**config.mk**
```make
export PLATFORM = sky130hd
export DESIGN_NAME = bus_arbiter_flat
export DESIGN_NICKNAME = d
export VERILOG_FILES = /design/src/rtl/bus_arbiter_if.sv /design/src/rtl/bus_arbiter.sv /design/src/flat_wrapper.sv
export SDC_FILE = /design/constraint.sdc
export NUM_CORES = 1
export LEC_CHECK = 0
export ABC_AREA = 1
export BUFFER_PORTS_ARGS = -buffer_cell sky130_fd_sc_hd__buf_2
export CAP_MARGIN = 20
export CORE_AREA = 10 10 48 77
export DETAILED_ROUTE_END_ITERATION = 7
export DIE_AREA = 0 0 58 87
export GPL_ROUTABILITY_DRIVEN = 0
export PLACE_DENSITY = 0.73
export SLEW_MARGIN = 20
export SYNTH_ARGS = -nofsm -noshare
export SYNTH_HDL_FRONTEND = slang
export SYNTH_SLANG_ARGS = --single-unit
```
**constraint.sdc**
```tcl
create_clock -name clk -period 3.75 [get_ports clk]
set_clock_uncertainty 0.1 [all_clocks]
set_input_delay 0.375 -clock clk [delete_from_list [all_inputs] [get_ports clk]]
set_output_delay 0.375 -clock clk [all_outputs]
set_load 0.01 [all_outputs]
```
**src/rtl/bus_arbiter_if.sv**
```systemverilog
// ----------------------------------------------------------------------------
// bus_arbiter_if
//   Signal bundle between the four requesters and the bus arbiter.
//
//   Handshake: req[i] is a level request held by requester i for as long as it
//   wants the bus. grant is the arbiter's registered one-hot answer. A
//   requester owns the bus in every cycle where its grant bit is 1 and gives
//   the bus up by dropping its req bit. Neither side waits on the other within
//   a cycle. A grant may also be withdrawn while req is still high, and
//   preempt marks that cycle.
//
//   Signals
//     req     [3:0]  requesters -> arbiter, per-requester request
//     grant   [3:0]  arbiter -> requesters, one-hot grant, 0 when idle
//     owner   [1:0]  arbiter -> requesters, index of current/last grantee
//     busy           arbiter -> requesters, 1 iff grant != 0
//     preempt        arbiter -> requesters, one-cycle forced-handover pulse
//
//   Modports
//     master  requester side (drives req)
//     slave   arbiter side   (drives grant/owner/busy/preempt)
// ----------------------------------------------------------------------------
interface bus_arbiter_if;
    logic [3:0] req;
    logic [3:0] grant;
    logic [1:0] owner;
    logic       busy;
    logic       preempt;

    modport master (
        output req,
        input  grant,
        input  owner,
        input  busy,
        input  preempt
    );

    modport slave (
        input  req,
        output grant,
        output owner,
        output busy,
        output preempt
    );
endinterface

```
**src/rtl/bus_arbiter.sv**
```systemverilog
// ----------------------------------------------------------------------------
// bus_arbiter
//   Four-requester round-robin bus arbiter with registered one-hot grant.
//   The winner search starts one past the most recently granted index and
//   wraps. The owner keeps the bus while its req stays high. When the owner
//   drops req while others are waiting, the bus moves on at the same edge.
//
//   Optional feature, enabled by defining BUS_ARBITER_TIMEOUT_EN:
//     A hold counter limits a single grant to HOLD_MAX consecutive cycles
//     whenever another requester is waiting. The forced handover is flagged
//     by a one-cycle preempt pulse. Without the macro there is no counter
//     and preempt is always 0.
//
//   Parameters
//     HOLD_MAX     maximum consecutive grant cycles before preemption (2..15)
//
//   Ports
//     clk          system clock, rising edge
//     reset        asynchronous active-high reset
//     bus          bus_arbiter_if.slave: req in; grant/owner/busy/preempt out
//     state_dbg_o  current FSM state (0 = IDLE, 1 = GRANT)
// ----------------------------------------------------------------------------
module bus_arbiter #(
    parameter int unsigned HOLD_MAX = 8
) (
    input  logic           clk,
    input  logic           reset,
    bus_arbiter_if.slave   bus,
    output logic           state_dbg_o
);

    if (HOLD_MAX < 2 || HOLD_MAX > 15) begin : g_bad_hold_max
        $error("bus_arbiter: HOLD_MAX must be in 2..15");
    end

    typedef enum logic {
        IDLE  = 1'b0,
        GRANT = 1'b1
    } state_t;

    // Round-robin pick. Rotate req so that index 'start' lands at bit 0.
    // Take the lowest set bit of the rotated vector, then add 'start' back
    // (mod 4). The caller only uses the result when r != 0.
    function automatic logic [1:0] rr_pick(input logic [3:0] r, input logic [1:0] start);
        logic [7:0] dbl;
        logic [3:0] rot;
        logic [1:0] k;
        dbl = {r, r} >> start;
        rot = dbl[3:0];
        k   = 2'd0;
        for (int i = 3; i >= 0; i--) begin
            if (rot[i]) k = i[1:0];
        end
        return start + k;
    endfunction

    state_t     state_q, state_d;
    logic [3:0] grant_q, grant_d;
    logic [1:0] owner_q, owner_d;
    logic [1:0] last_q,  last_d;
    logic       busy_q,  busy_d;
    logic       preempt_q, preempt_d;

    logic [3:0] owner_oh;
    logic [3:0] others_req;
    logic [1:0] win_idle;
    logic [1:0] win_next;

`ifdef BUS_ARBITER_TIMEOUT_EN
    localparam logic [3:0] HOLD_LAST = 4'(HOLD_MAX - 1);
    logic [3:0] hold_q, hold_d;
`endif

    assign owner_oh   = 4'b0001 << owner_q;
    // With req[owner] low, others_req equals req. So one search serves both
    // the voluntary and the forced handover.
    assign others_req = bus.req & ~owner_oh;
    assign win_idle   = rr_pick(bus.req, last_q + 2'd1);
    assign win_next   = rr_pick(others_req, owner_q + 2'd1);

    always_comb begin
        state_d   = state_q;
        grant_d   = grant_q;
        owner_d   = owner_q;
        last_d    = last_q;
        preempt_d = 1'b0;
`ifdef BUS_ARBITER_TIMEOUT_EN
        hold_d    = hold_q;
`endif
        case (state_q)
            IDLE: begin
                if (|bus.req) begin
                    state_d = GRANT;
                    grant_d = 4'b0001 << win_idle;
                    owner_d = win_idle;
                    last_d  = win_idle;
`ifdef BUS_ARBITER_TIMEOUT_EN
                    hold_d  = 4'd0;
`endif
                end
            end
            GRANT: begin
                if (bus.req == 4'b0000) begin
                    // Owner and last keep their values while idle.
                    state_d = IDLE;
                    grant_d = 4'b0000;
                end else if (!bus.req[owner_q]) begin
                    grant_d = 4'b0001 << win_next;
                    owner_d = win_next;
                    last_d  = win_next;
`ifdef BUS_ARBITER_TIMEOUT_EN
                    hold_d  = 4'd0;
`endif
                end
`ifdef BUS_ARBITER_TIMEOUT_EN
                else if (hold_q == HOLD_LAST && (|others_req)) begin
                    grant_d   = 4'b0001 << win_next;
                    owner_d   = win_next;
                    last_d    = win_next;
                    preempt_d = 1'b1;
                    hold_d    = 4'd0;
                end else begin
                    // Saturate so that preemption fires at the first edge
                    // where another request appears.
                    if (hold_q != HOLD_LAST) hold_d = hold_q + 4'd1;
                end
`else
                else begin
                    grant_d = grant_q;
                end
`endif
            end
            default: begin
                state_d = IDLE;
                grant_d = 4'b0000;
            end
        endcase
        busy_d = |grant_d;
    end

    always_ff @(posedge clk or posedge reset) begin
        if (reset) begin
            state_q   <= IDLE;
            grant_q   <= 4'b0000;
            owner_q   <= 2'd0;
            last_q    <= 2'd3;
            busy_q    <= 1'b0;
            preempt_q <= 1'b0;
`ifdef BUS_ARBITER_TIMEOUT_EN
            hold_q    <= 4'd0;
`endif
        end else begin
            state_q   <= state_d;
            grant_q   <= grant_d;
            owner_q   <= owner_d;
            last_q    <= last_d;
            busy_q    <= busy_d;
            preempt_q <= preempt_d;
`ifdef BUS_ARBITER_TIMEOUT_EN
            hold_q    <= hold_d;
`endif
        end
    end

    assign bus.grant   = grant_q;
    assign bus.owner   = owner_q;
    assign bus.busy    = busy_q;
    assign bus.preempt = preempt_q;
    assign state_dbg_o = state_q;

endmodule
```
**src/flat_wrapper.sv**
```systemverilog
// flat-port wrapper written by rule: the top's interface ports become plain ports
module bus_arbiter_flat 
#(
    parameter int unsigned HOLD_MAX = 8
)
  (clk, reset, state_dbg_o, bus_req, bus_grant, bus_owner, bus_busy, bus_preempt);
  bus_arbiter_if bus_i ();
  input  logic clk;
  input  logic reset;
  output logic state_dbg_o;
  input wire logic [$bits(bus_i.req)-1:0] bus_req;
  output wire logic [$bits(bus_i.grant)-1:0] bus_grant;
  output wire logic [$bits(bus_i.owner)-1:0] bus_owner;
  output wire logic [$bits(bus_i.busy)-1:0] bus_busy;
  output wire logic [$bits(bus_i.preempt)-1:0] bus_preempt;
  assign bus_i.req = bus_req;
  assign bus_grant = bus_i.grant;
  assign bus_owner = bus_i.owner;
  assign bus_busy = bus_i.busy;
  assign bus_preempt = bus_i.preempt;
  bus_arbiter #(.HOLD_MAX(HOLD_MAX)) u_core (.clk(clk), .reset(reset), .bus(bus_i), .state_dbg_o(state_dbg_o));
endmodule
```
==> impl_metrics.env <==
export IMPL_status="completed"
export IMPL_postSynth_asyncResetShare=1.000
export IMPL_yosys_top_cells_area="nand2_1 21%, dfrtp_1 19%, nand3_1 9.7%"
export IMPL_synth_seq_cells=10
export IMPL_synth_nets=175
export IMPL_cp_arrival_ns=2.92
export IMPL_dp_hpwl_um=2212
export IMPL_ctsResizeCount=0
export IMPL_rows=24
export IMPL_cts_tree="built"
export IMPL_synth_top_area_frac=0.2075
export IMPL_n_antenna_cell=0
export IMPL_synth_main_ff_cell="dfrtp_1"
export IMPL_drtIter0Drc=19
export IMPL_yosysSeqAreaShare=0.2451
export IMPL_crit_path_top_delay_cell="dfrtp_1"
export IMPL_clock_path_buffers=2
export IMPL_synth_top_cells_by_count="57 x nand2_1, 20 x inv_1, 20 x nand3_1"
export IMPL_core_area_um2=2462
export IMPL_synth_edff_count=0
export IMPL_wirelength_um=2668
export IMPL_layout_nets=192
export IMPL_syn_area_um2=1031
export IMPL_postCtsSetupBuffers=0
export IMPL_path_cells="inv_2 > ha_1 > inv_1 > nand2_1 > nand2_1 > nand3_1 > a21oi_1 > ha_1 > xor2_1 > inv_1 > nand3_1 > nand2_2 > nand2_1 > nand2_1 > nand2_1 > nand3_2 > nor2_1 > nand2_1"
export IMPL_fmax_ghz=0.3460
export IMPL_dr_pass1_iters=4
export IMPL_yosysMostFrequentCell="nand2_1"
export IMPL_fin_crit_sh=0.7708
export IMPL_via_count=1104
export IMPL_viasPerCell=5.385
export IMPL_cts_buffers=3
export IMPL_die_h_um=87
export IMPL_dieArea_um2=5046
export IMPL_insertion_delay_ns=0.24
export IMPL_wire_per_inst_um=13.01
export IMPL_seqCellArea_um2=252.7
export IMPL_synthDistinctLibCells=24
export IMPL_port_buffers=13
export IMPL_start_util=0.4187
export IMPL_fin_tns_setup_ns=0
export IMPL_die_w_um=58
export IMPL_hold_viol_final=0
export IMPL_grt_first_pass_wirelength_um=4816
export IMPL_cts_sinks=10
export IMPL_syn_to_final_growth_pct=14.08
export IMPL_hold_slack_ns=0.005032
export IMPL_slowest_delay_ns=0.51
export IMPL_io_pins=15
export IMPL_h_tree_depth=1
export IMPL_fillers=255
export IMPL_maxCapViolCount=0
export IMPL_track_usage=0.1147
export IMPL_crit_path_end_kind="flop"
export IMPL_yosys_area_top_type="nand2_1"
export IMPL_multi_input_area_um2=684.4
export IMPL_crit_path_start_kind="flop"
export IMPL_ctsHoldBuffers=0
export IMPL_synthesis_instances=163
export IMPL_path_common_cell="nand2_1"
export IMPL_crit_fanout=10
export IMPL_detail_route_antenna_nets=0
export IMPL_cp_required_ns=3.78
export IMPL_yosys_warnings=0
export IMPL_setup_viol=0
export IMPL_antenna_found_initial=0
export IMPL_grt_max_degree=11
export IMPL_report_final_slew_viol_count=0
export IMPL_hold_path_class="in2async"
export IMPL_cts_root_buf="clkbuf_8"
export IMPL_grt_pass1_vias=1157
export IMPL_clk_pin_slew_worst_paths_ns=0.05
export IMPL_path_class="reg2reg"
export IMPL_rsz0062_at_grt="false"
export IMPL_drc=0
export IMPL_period_needed_ns=2.890
export IMPL_syn_area_per_cell_um2=6.325
export IMPL_grt_overflow=0
export IMPL_drive_gt1_frac=0.2291
final timing paths:
check	start	cells after the start	slack, ns	end
max	u_core.bus.owner[0]	18	0.86	u_core.bus.busy
min	reset	2	0.005	u_core.state_dbg_o
max reg2reg	u_core.bus.owner[0]	18	0.86	u_core.bus.busy
min reg2reg	u_core.last_q[1]	2	0.46	u_core.last_q[1]
max in group asynchronous	reset	2	3.23	u_core.last_q[0]
min in group clk	u_core.last_q[1]	2	0.46	u_core.last_q[1]
flip-flops by register name, indices dropped and copies added, names as in the netlist:
register	count
u_core.bus.busy	1
u_core.bus.grant	4
u_core.bus.owner	2
u_core.last_q	2
u_core.state_dbg_o	1
logic make-up (layout without fill, tap and decap cells):
logic type,after synthesis,after routing,synth area share
adders and majority gates,6,6,0.07281
other,1,1,0.003637
xor gates and xnor gates,1,1,0.008497
and+or+nand+nor,104,104,0.4818
AOI/OAI and AO/OA,17,17,0.09709
DFF,10,10,0.2451
buffers and inverters,24,40,0.09102
through the flow:
stage | cell area (µm²) | setup slack [ns] | util | cells
after CTS | 1176 | 0.8639 | 0.4776 | 205
after detailed placement | 1121 | 0.8829 | 0.4553 | 201
after global placement | 1121 | 1.056 | 0.4553 | 201
final | 1176 | 0.8596 | 0.4776 | 205
after floorplan | 1031 | 1.150 | - | 163
after global routing | 1176 | 0.5205 | 0.4776 | 205
final cells by class:
class | instances | share of cell area
multi-input cells | 129 | 0.5819
repair buffers | 13 | 0.05532
flip-flops and latches | 10 | 0.2149
well taps | 26 | 0.02766
clock buffers | 4 | 0.04681
inverters | 23 | 0.07340
layout by cell type, fill, tap and decap left out:
master and instances:
a21boi_0 1, inv_2 3, a31oi_1 1, o21ai_1 2, nor2_1 5, nand4_1 2, ha_1 6, nand3_2 6
conb_1 1, nand2_2 10, nor3_1 2, clkbuf_8 4, o211ai_2 1, inv_1 20, nand3b_2 1, nand2_1 57
nand3_1 20, a21oi_2 1, a21oi_1 4, xor2_1 1, buf_2 13, dfrtp_1 8, nand3b_1 1, dfstp_2 2
o21ai_0 7
critical path: cells and delay by family (launching register included):
kind,cells,cell delay (ns)
AND/OR/NAND/NOR,11,0.82
adder cells (fa/ha/maj),2,0.59
flip-flops,1,0.51
buffers and inverters,3,0.37
XOR/XNOR,1,0.22
AO/OA/AOI/OAI,1,0.15
routing by layer:
metal | track usage | routed length, µm
met2 | 0.2069 | 1408
met3 | 0.03801 | 186
met1 | 0.1050 | 951
met5 | 0 | 0
met4 | 0.07296 | 121
Power is not shown: default switching activity piles up to over one toggle a cycle in this logic, so the estimate is an artifact.
